File: src/rtl/button_conditioner.sv
// Seven-button input stage: two-flop synchroniser, per-button debounce with
// press pulse, and a locked-out arbiter that emits one coded event per press.
module button_conditioner #(
  parameter int DEBOUNCE_CYCLES = 200_000,
  parameter int CNT_W           = 18
) (
  input  logic       clk,
  input  logic       reset,
  input  logic [6:0] btn_raw,
  output logic [6:0] btn_level,
  output logic [6:0] btn_pulse,
  output logic       press_valid,
  output logic [2:0] press_code
);

  localparam logic [CNT_W-1:0] CNT_LAST = CNT_W'(DEBOUNCE_CYCLES - 1);

  logic [6:0] s1;
  logic [6:0] s2;
  logic       lock;
  logic [2:0] first_code;

  always_ff @(posedge clk or posedge reset) begin
    if (reset) begin
      s1 <= '0;
      s2 <= '0;
    end else begin
      s1 <= btn_raw;
      s2 <= s1;
    end
  end

  generate
    for (genvar gi = 0; gi < 7; gi++) begin : g_debounce
      logic [CNT_W-1:0] cnt;
      logic             level;
      logic             pulse;

      // Any cycle where the synchronised input agrees with the level restarts the count.
      always_ff @(posedge clk or posedge reset) begin
        if (reset) begin
          cnt   <= '0;
          level <= 1'b0;
          pulse <= 1'b0;
        end else begin
          pulse <= 1'b0;
          if (s2[gi] == level) begin
            cnt <= '0;
          end else if (cnt == CNT_LAST) begin
            level <= s2[gi];
            pulse <= s2[gi];
            cnt   <= '0;
          end else begin
            cnt <= cnt + 1'b1;
          end
        end
      end

      assign btn_level[gi] = level;
      assign btn_pulse[gi] = pulse;
    end
  endgenerate

  // Lowest pulsing button wins when several debounce on the same cycle.
  always_comb begin
    first_code = 3'd0;
    for (int i = 6; i >= 0; i--) begin
      if (btn_pulse[i]) first_code = 3'(i + 1);
    end
  end

  always_ff @(posedge clk or posedge reset) begin
    if (reset) begin
      press_valid <= 1'b0;
      press_code  <= 3'd0;
      lock        <= 1'b0;
    end else begin
      press_valid <= 1'b0;
      if (!lock && (btn_pulse != 7'd0)) begin
        press_valid <= 1'b1;
        press_code  <= first_code;
        lock        <= 1'b1;
      end else if (lock && !press_valid && (btn_level == 7'd0)) begin
        lock <= 1'b0;
      end
    end
  end

endmodule
File: config.mk
export PLATFORM = sky130hd
export DESIGN_NAME = button_conditioner
export DESIGN_NICKNAME = d
export VERILOG_FILES = /design/src/rtl/button_conditioner.sv
export SDC_FILE = /design/constraint.sdc
export NUM_CORES = 1
export LEC_CHECK = 0
export BUFFER_PORTS_ARGS = -buffer_cell sky130_fd_sc_hd__buf_2
export CAP_MARGIN = 10
export CORE_MARGIN = 5
export CORE_UTILIZATION = 42
export DETAILED_ROUTE_END_ITERATION = 8
export SYNTH_ARGS = -nofsm -noshare
export SYNTH_HDL_FRONTEND = slang
export SYNTH_SLANG_ARGS = --single-unit
File: constraint.sdc
create_clock -name clk -period 7.3 [get_ports clk]
set_input_delay 1.095 -clock clk [delete_from_list [all_inputs] [get_ports clk]]
set_output_delay 1.095 -clock clk [all_outputs]
set_load 0.01 [all_outputs]
==> impl_metrics.env, run 1 <==
export IMPL_grt_max_degree=109
export IMPL_critPathArrivalTime_ns=2.51
export IMPL_critPathSlowestCell="o21ai_1"
export IMPL_worstSetupPathType="flip-flop to flip-flop"
export IMPL_antenna_found_initial=0
export IMPL_seq_area_frac_synth_pct=52.4
export IMPL_slew_limit_headroom_pct=25.7
export IMPL_vias=5322
export IMPL_grt_overflow_total=0
export IMPL_synth_compound_area_share_pct=3.23
export IMPL_ys_ff_latch=159
export IMPL_die_y_um=144
export IMPL_finClkSkew_ns=0.00911
export IMPL_synth_edf_count=0
export IMPL_required_ns=7.56
export IMPL_avgSynthCellArea_um2=10.2
export IMPL_h_tree_depth=4
export IMPL_synth_nets=759
export IMPL_vias_per_cell=5.33
export IMPL_setup_violations=0
export IMPL_crit_buf_inv=0
export IMPL_ant_nets=0
export IMPL_fin_nets=773
export IMPL_powerDensity_nw_per_um2=218
export IMPL_setup_tns_ns=0
export IMPL_hold_buffers=0
export IMPL_clk_latency_ns=0.42
export IMPL_rsz0062_at_grt="no"
export IMPL_cts_buffers=17
export IMPL_drt_initial_drc_count=301
export IMPL_placed_area_um2=7830
export IMPL_path_cells="ha_1 > nand3_1 > o21ai_1 > nor2_1"
export IMPL_dp_hpwl_mm=9.89
export IMPL_min_period_over_period_pct=30.9
export IMPL_critPathTopFamily="compound AO/OA/AOI/OAI gates"
export IMPL_cts_tree="done"
export IMPL_async_reset_ff_share_pct=100
export IMPL_path_clk_slew_ns=0.06
export IMPL_core_um2=17900
export IMPL_final_cell_area_um2=8410
export IMPL_grt_first_pass_wirelength_mm=25.3
export IMPL_muxShareOfSynthArea_pct=1.45
export IMPL_netlist_top_cell_by_area="dfrtp_1"
export IMPL_grt_pass1_vias=5465
export IMPL_synth_simple_gate_area_share_pct=25.9
export IMPL_area_growth_pct=10.7
export IMPL_fin_crit_ns=2.26
export IMPL_p_total_mw=1.83
export IMPL_leakage_nw=3.41
export IMPL_start_util_pct=42.4
export IMPL_cts_sinks=159
export IMPL_startpoint_type="flip-flop"
export IMPL_mostFrequentLayoutCell="dfrtp_1"
export IMPL_endpoint_kind="flip-flop"
export IMPL_hold_viol_final=0
export IMPL_synth_area_leaders="dfrtp_1, xnor2_1, nor2_1"
export IMPL_max_cap_viol_count=0
export IMPL_holdWs_ns=0.347
export IMPL_final_cell_mix="dfrtp_1, nor2_1, xnor2_1"
export IMPL_ys_types=50
export IMPL_wl_per_cell_um=14.6
export IMPL_cts_root_buf="clkbuf_16"
export IMPL_report_final_slew_viol_count=0
export IMPL_clock_fmax_ghz=0.443
export IMPL_drive_gt1_share_pct=10.0
export IMPL_postCtsSetupBuffers=0
export IMPL_synth_warnings=0
export IMPL_synth_flop_cell="dfrtp_1"
export IMPL_globalplace_congestion=0.826
export IMPL_antenna_cells=0
export IMPL_clockBufferDepth=2
export IMPL_synth_area_um2=7590
export IMPL_peakVddDrop_v=0.000252
export IMPL_hold_class="flip-flop to flip-flop"
export IMPL_grt_total_usage_pct=15.1
export IMPL_synth_top_family_by_area="simple AND/OR/NAND/NOR gates"
export IMPL_synthXorXnorAreaFrac_pct=12.3
export IMPL_dr_pass1_iters=5
export IMPL_cts_resized=0
export IMPL_yosys_area_share_adder_pct=1.15
export IMPL_routed_wl_mm=14.6
export IMPL_drcViolationCount=0
export IMPL_syn_inst=743
export IMPL_yosys_area_top_type_share_pct=52.4
export IMPL_critPathMaxFanout=17
export IMPL_portBuffers=26
export IMPL_cpPeakStageDelay_ns=0.90
export IMPL_die_w_um=144
export IMPL_ios=27
export IMPL_die_area_um2=20900
export IMPL_run_status="completed"
export IMPL_num_rows=49
export IMPL_tightest_slew_ns=1.11
-- cell type report --
cell class	count	area [µm²]
multi-input combinational	533	3350
clock buffer	26	499
tap	229	287
sequential	159	3980
clock inverter	6	80.1
fill	1655	9500
timing repair buffer	27	138
inverter	19	76.3
-- synth_stat cells (all sizes together), types with 7 or more instances --
cell type and count:
nand3 46, dfrtp 159, buf 26, xor2 34, nor4 38, nor3 16
nand2 32, nor2 132, or4 8, ha 7, o21ai 10, inv 19
and2 7, and3 7, xnor2 73, mux2 8, a21oi 12, nand4 47
-- path summary, 6_finish.rpt --
| path | depth (start not counted) | slack (ns) | end | start |
|---|---|---|---|---|
| min | 0 | 0.35 | s2[3] | s1[3] |
| max reg2reg | 4 | 5.04 | g_debounce[6].cnt[14] | g_debounce[6].cnt[0] |
| max | 4 | 5.04 | g_debounce[6].cnt[14] | g_debounce[6].cnt[0] |
| min reg2reg | 0 | 0.35 | s2[3] | s1[3] |
| min in group asynchronous | 2 | 0.90 | g_debounce[2].cnt[9] | reset |
| max in group asynchronous | 3 | 5.19 | s1[4] | reset |
-- per-layer routing --
metal | GRT usage (%) | share of wire, %
met1 | 19.5 | 47
met2 | 24.4 | 49
met3 | 4.13 | 3.1
met4 | 5.35 | 1.3
met5 | 0 | 0
-- sequential cells by signal, summed over array words and instances (netlist names) --
register,count
g_debounce.pulse,7
s1,7
g_debounce.level,7
press_valid,1
press_code,3
g_debounce.cnt,126
s2,7
lock,1
-- per-stage QoR --
stage                     utilization, %  setup WS (ns)  instances
after floorplan                        -           1.91        743
after global placement              43.7           4.69        967
after detailed placement            43.7           4.62        967
after CTS                           47.0           5.03        999
after global routing                47.0           4.82        999
final                               47.0           5.04        999
-- logic make-up after synthesis --
| logic type | Yosys count |
|---|---|
| AO/OA/AOI/OAI | 37 |
| AND/OR/NAND/NOR | 372 |
| adder cells (fa/ha/maj) | 7 |
| XOR/XNOR | 107 |
| buffers and inverters | 51 |
| multiplexers | 10 |
| flip-flops | 159 |
-- power by group --
part	internal, mW	switching, mW
registers	0.895	0.0133
logic	0.0143	0.0389
clock network	0.538	0.331
No activity file was read; power rests on OpenSTA's default activity.
==> inputs of run 2 (changes only) <==
--- a/config.mk
+++ b/config.mk
@@ -5,6 +5,7 @@
 export SDC_FILE = /design/constraint.sdc
 export NUM_CORES = 1
 export LEC_CHECK = 0
+export ABC_AREA = 1
 export BUFFER_PORTS_ARGS = -buffer_cell sky130_fd_sc_hd__buf_2
 export CAP_MARGIN = 10
 export CORE_MARGIN = 5
==> constraint.sdc (replaced) <==
create_clock -name clk -period 1.8 [get_ports clk]
set_input_delay 0.27 -clock clk [delete_from_list [all_inputs] [get_ports clk]]
set_output_delay 0.27 -clock clk [all_outputs]
set_load 0.01 [all_outputs]
==> impl_metrics.env, run 2 <==
export IMPL_fin_util_pct=48.9
export IMPL_required_ns=2.10
export IMPL_startpoint_type="flip-flop"
export IMPL_instances_no_fill=1337
export IMPL_ys_ff_latch=159
export IMPL_synth_warnings=0
export IMPL_globalplace_congestion=0.848
export IMPL_crit_buf_inv=0
export IMPL_clockBufferDepth=2
export IMPL_syn_inst=1011
export IMPL_largest_register_ffs=126
export IMPL_regArea_um2=3980
export IMPL_async_reset_ff_share_pct=100
export IMPL_grt_total_usage_pct=15.4
export IMPL_min_period_over_period_pct=83.8
export IMPL_synthXorXnorAreaFrac_pct=8.79
export IMPL_critPathSlowestCell="dfrtp_1"
export IMPL_die_area_um2=22700
export IMPL_synth_simple_gate_area_share_pct=32.3
export IMPL_cts_buffers=17
export IMPL_ant_nets=0
export IMPL_cpPeakStageDelay_ns=0.39
export IMPL_grt_first_pass_wirelength_mm=28.3
export IMPL_synth_top_family_by_area="simple AND/OR/NAND/NOR gates"
export IMPL_cts_root_buf="clkbuf_16"
export IMPL_slew_limit_headroom_pct=64.8
export IMPL_yosys_area_top_type_share_pct=47.8
export IMPL_reg2reg_slack_ns=0.29
export IMPL_multi_input_area_um2=3780
export IMPL_start_util_pct=42.8
export IMPL_netlist_top_cell_by_area="dfrtp_1"
export IMPL_cts_sinks=159
export IMPL_antenna_found_initial=0
export IMPL_clk_latency_ns=0.42
export IMPL_cp_depth=6
export IMPL_endpoint="g_debounce[6].cnt[11]"
export IMPL_clock_fmax_ghz=0.663
export IMPL_core_um2=19500
export IMPL_rr_startpoint="g_debounce[6].cnt[0]"
export IMPL_path_clk_slew_ns=0.06
export IMPL_muxShareOfSynthArea_pct=0
export IMPL_synth_top_cells_by_count="nor2_1, nand2_1, dfrtp_1, inv_1, xor2_1"
export IMPL_setup_violations=0
export IMPL_synth_nets=1027
export IMPL_critPathArrivalTime_ns=1.81
export IMPL_largest_register="g_debounce.cnt"
export IMPL_avgSynthCellArea_um2=8.24
export IMPL_synth_most_common_cell="nor2_1"
export IMPL_dp_hpwl_mm=11.9
export IMPL_powerDensity_nw_per_um2=826
export IMPL_finClkSkew_ns=0.00833
export IMPL_h_tree_depth=4
export IMPL_hold_class="flip-flop to flip-flop"
export IMPL_vias=6076
export IMPL_crit_start="g_debounce[6].cnt[0]"
export IMPL_setup_tns_ns=0
export IMPL_dr_pass1_iters=4
export IMPL_synth_compound_area_share_pct=3.28
export IMPL_die_w_um=151
export IMPL_dp_cells=1297
export IMPL_leakage_nw=4.29
export IMPL_dp_slack_ns=0.316
export IMPL_portBuffers=26
export IMPL_critPathTopFamily="simple AND/OR/NAND/NOR gates"
export IMPL_wl_per_cell_um=12.0
export IMPL_antenna_cells=0
export IMPL_hold_viol_final=0
export IMPL_fin_crit_ns=1.51
export IMPL_routed_wl_mm=16.1
export IMPL_drt_initial_drc_count=201
export IMPL_run_status="completed"
export IMPL_yosys_area_share_adder_pct=1.05
export IMPL_critPathMaxFanout=9
export IMPL_drcViolationCount=0
export IMPL_path_cells="ha_1 > nand3_1 > nor2_2 > nand3_2 > nand2_2 > nor2_1"
export IMPL_grt_max_degree=51
export IMPL_grt_overflow_total=0
export IMPL_drive_gt1_share_pct=16.6
export IMPL_synth_area_um2=8330
export IMPL_mostFrequentLayoutCell="nor2_1"
export IMPL_synth_flop_cell="dfrtp_1"
export IMPL_r2r_end="g_debounce[6].cnt[11]"
export IMPL_endpoint_kind="flip-flop"
export IMPL_p_total_mw=7.86
export IMPL_synth_area_leaders="dfrtp_1, nor2_1, nand2_1"
export IMPL_area_growth_pct=14.4
export IMPL_report_final_slew_viol_count=0
export IMPL_seq_area_frac_synth_pct=47.8
export IMPL_ios=27
export IMPL_die_y_um=151
export IMPL_fill_cells=1847
export IMPL_max_cap_viol_count=0
export IMPL_layout_setup_ws_ns=0.292
export IMPL_grt_pass1_vias=5983
export IMPL_num_rows=51
export IMPL_synth_edf_count=0
export IMPL_fin_nets=1075
export IMPL_worstSetupPathType="flip-flop to flip-flop"
export IMPL_cts_tree="done"
export IMPL_rr_worst_depth=6
export IMPL_ys_types=28
export IMPL_peakVddDrop_v=0.000743
export IMPL_rsz0062_at_grt="no"
export IMPL_tightest_slew_ns=0.526
export IMPL_final_cell_mix="nor2_1, nand2_1, dfrtp_1"
export IMPL_vias_per_cell=4.54
[run 2: cell types whose count changed after synthesis, sizes merged, moves of 8 or more]
cell   delta
nand2   +193
nor2    +128
inv     +104
xnor2    -43
nor4     -38
nand4    -37
xor2     +17
a21oi    +16
buf      -12
mux2      -8
nand3     +8
or4       -8
[run 2: per-stage QoR]
| stage | hold slack (ns) | instance area (µm²) |
|---|---|---|
| detailed placement | 0.336 | 8790 |
| CTS | 0.350 | 9530 |
| floorplan | 0.301 | 8330 |
| finish | 0.343 | 9530 |
| global placement | 0.331 | 8790 |
| global route | 0.353 | 9530 |
[run 2: kinds of logic after synthesis]
| logic type | count (synthesis) |
|---|---|
| DFF | 159 |
| adders and majority gates | 7 |
| and+or+nand+nor | 578 |
| xor gates and xnor gates | 81 |
| buffers and inverters | 137 |
| AOI/OAI and AO/OA | 49 |
[run 2: report_power, final]
group	internal [mW]	switching (mW)	leakage [nW]
sequential	3.63	0.0438	2.17
combinational	0.0974	0.179	1.81
clock	2.51	1.40	0.309
total	6.24	1.63	4.29
[run 2: layout make-up]
class | count | share of cell area [%]
Inverter | 123 | 4.89
Tap cell | 265 | 3.48
Clock buffer | 24 | 5.27
Multi-Input combinational cell | 715 | 39.7
Timing Repair Buffer | 43 | 3.31
Clock inverter | 8 | 1.59
Sequential cell | 159 | 41.8
[run 2: repair_timing]
item | 4_1_cts | 5_1_grt
hold buffers | 8 | 0
setup buffers | 0 | 0
gates resized for setup | 0 | 0
hold endpoints to repair | 23 | 0
[run 2: worst min-delay path by stage]
stage | from | endpoint | depth (start not counted)
finish | s1[0] | s2[0] | 0
global route | s1[0] | s2[0] | 0
CTS | s1[3] | s2[3] | 0
detailed placement | reset | g_debounce[1].cnt[7] | 2
global placement | s1[3] | s2[3] | 0
floorplan | btn_raw[0] | s1[0] | 0
[run 2: layer usage]
layer  track usage (%)  vias up  routed length (µm)
met2              24.7       51                7420
met1              21.4     2823                8090
met4              3.54        0                 112
li1                  -     3195                   -
met5                 0        -                   0
met3              3.65        7                 459
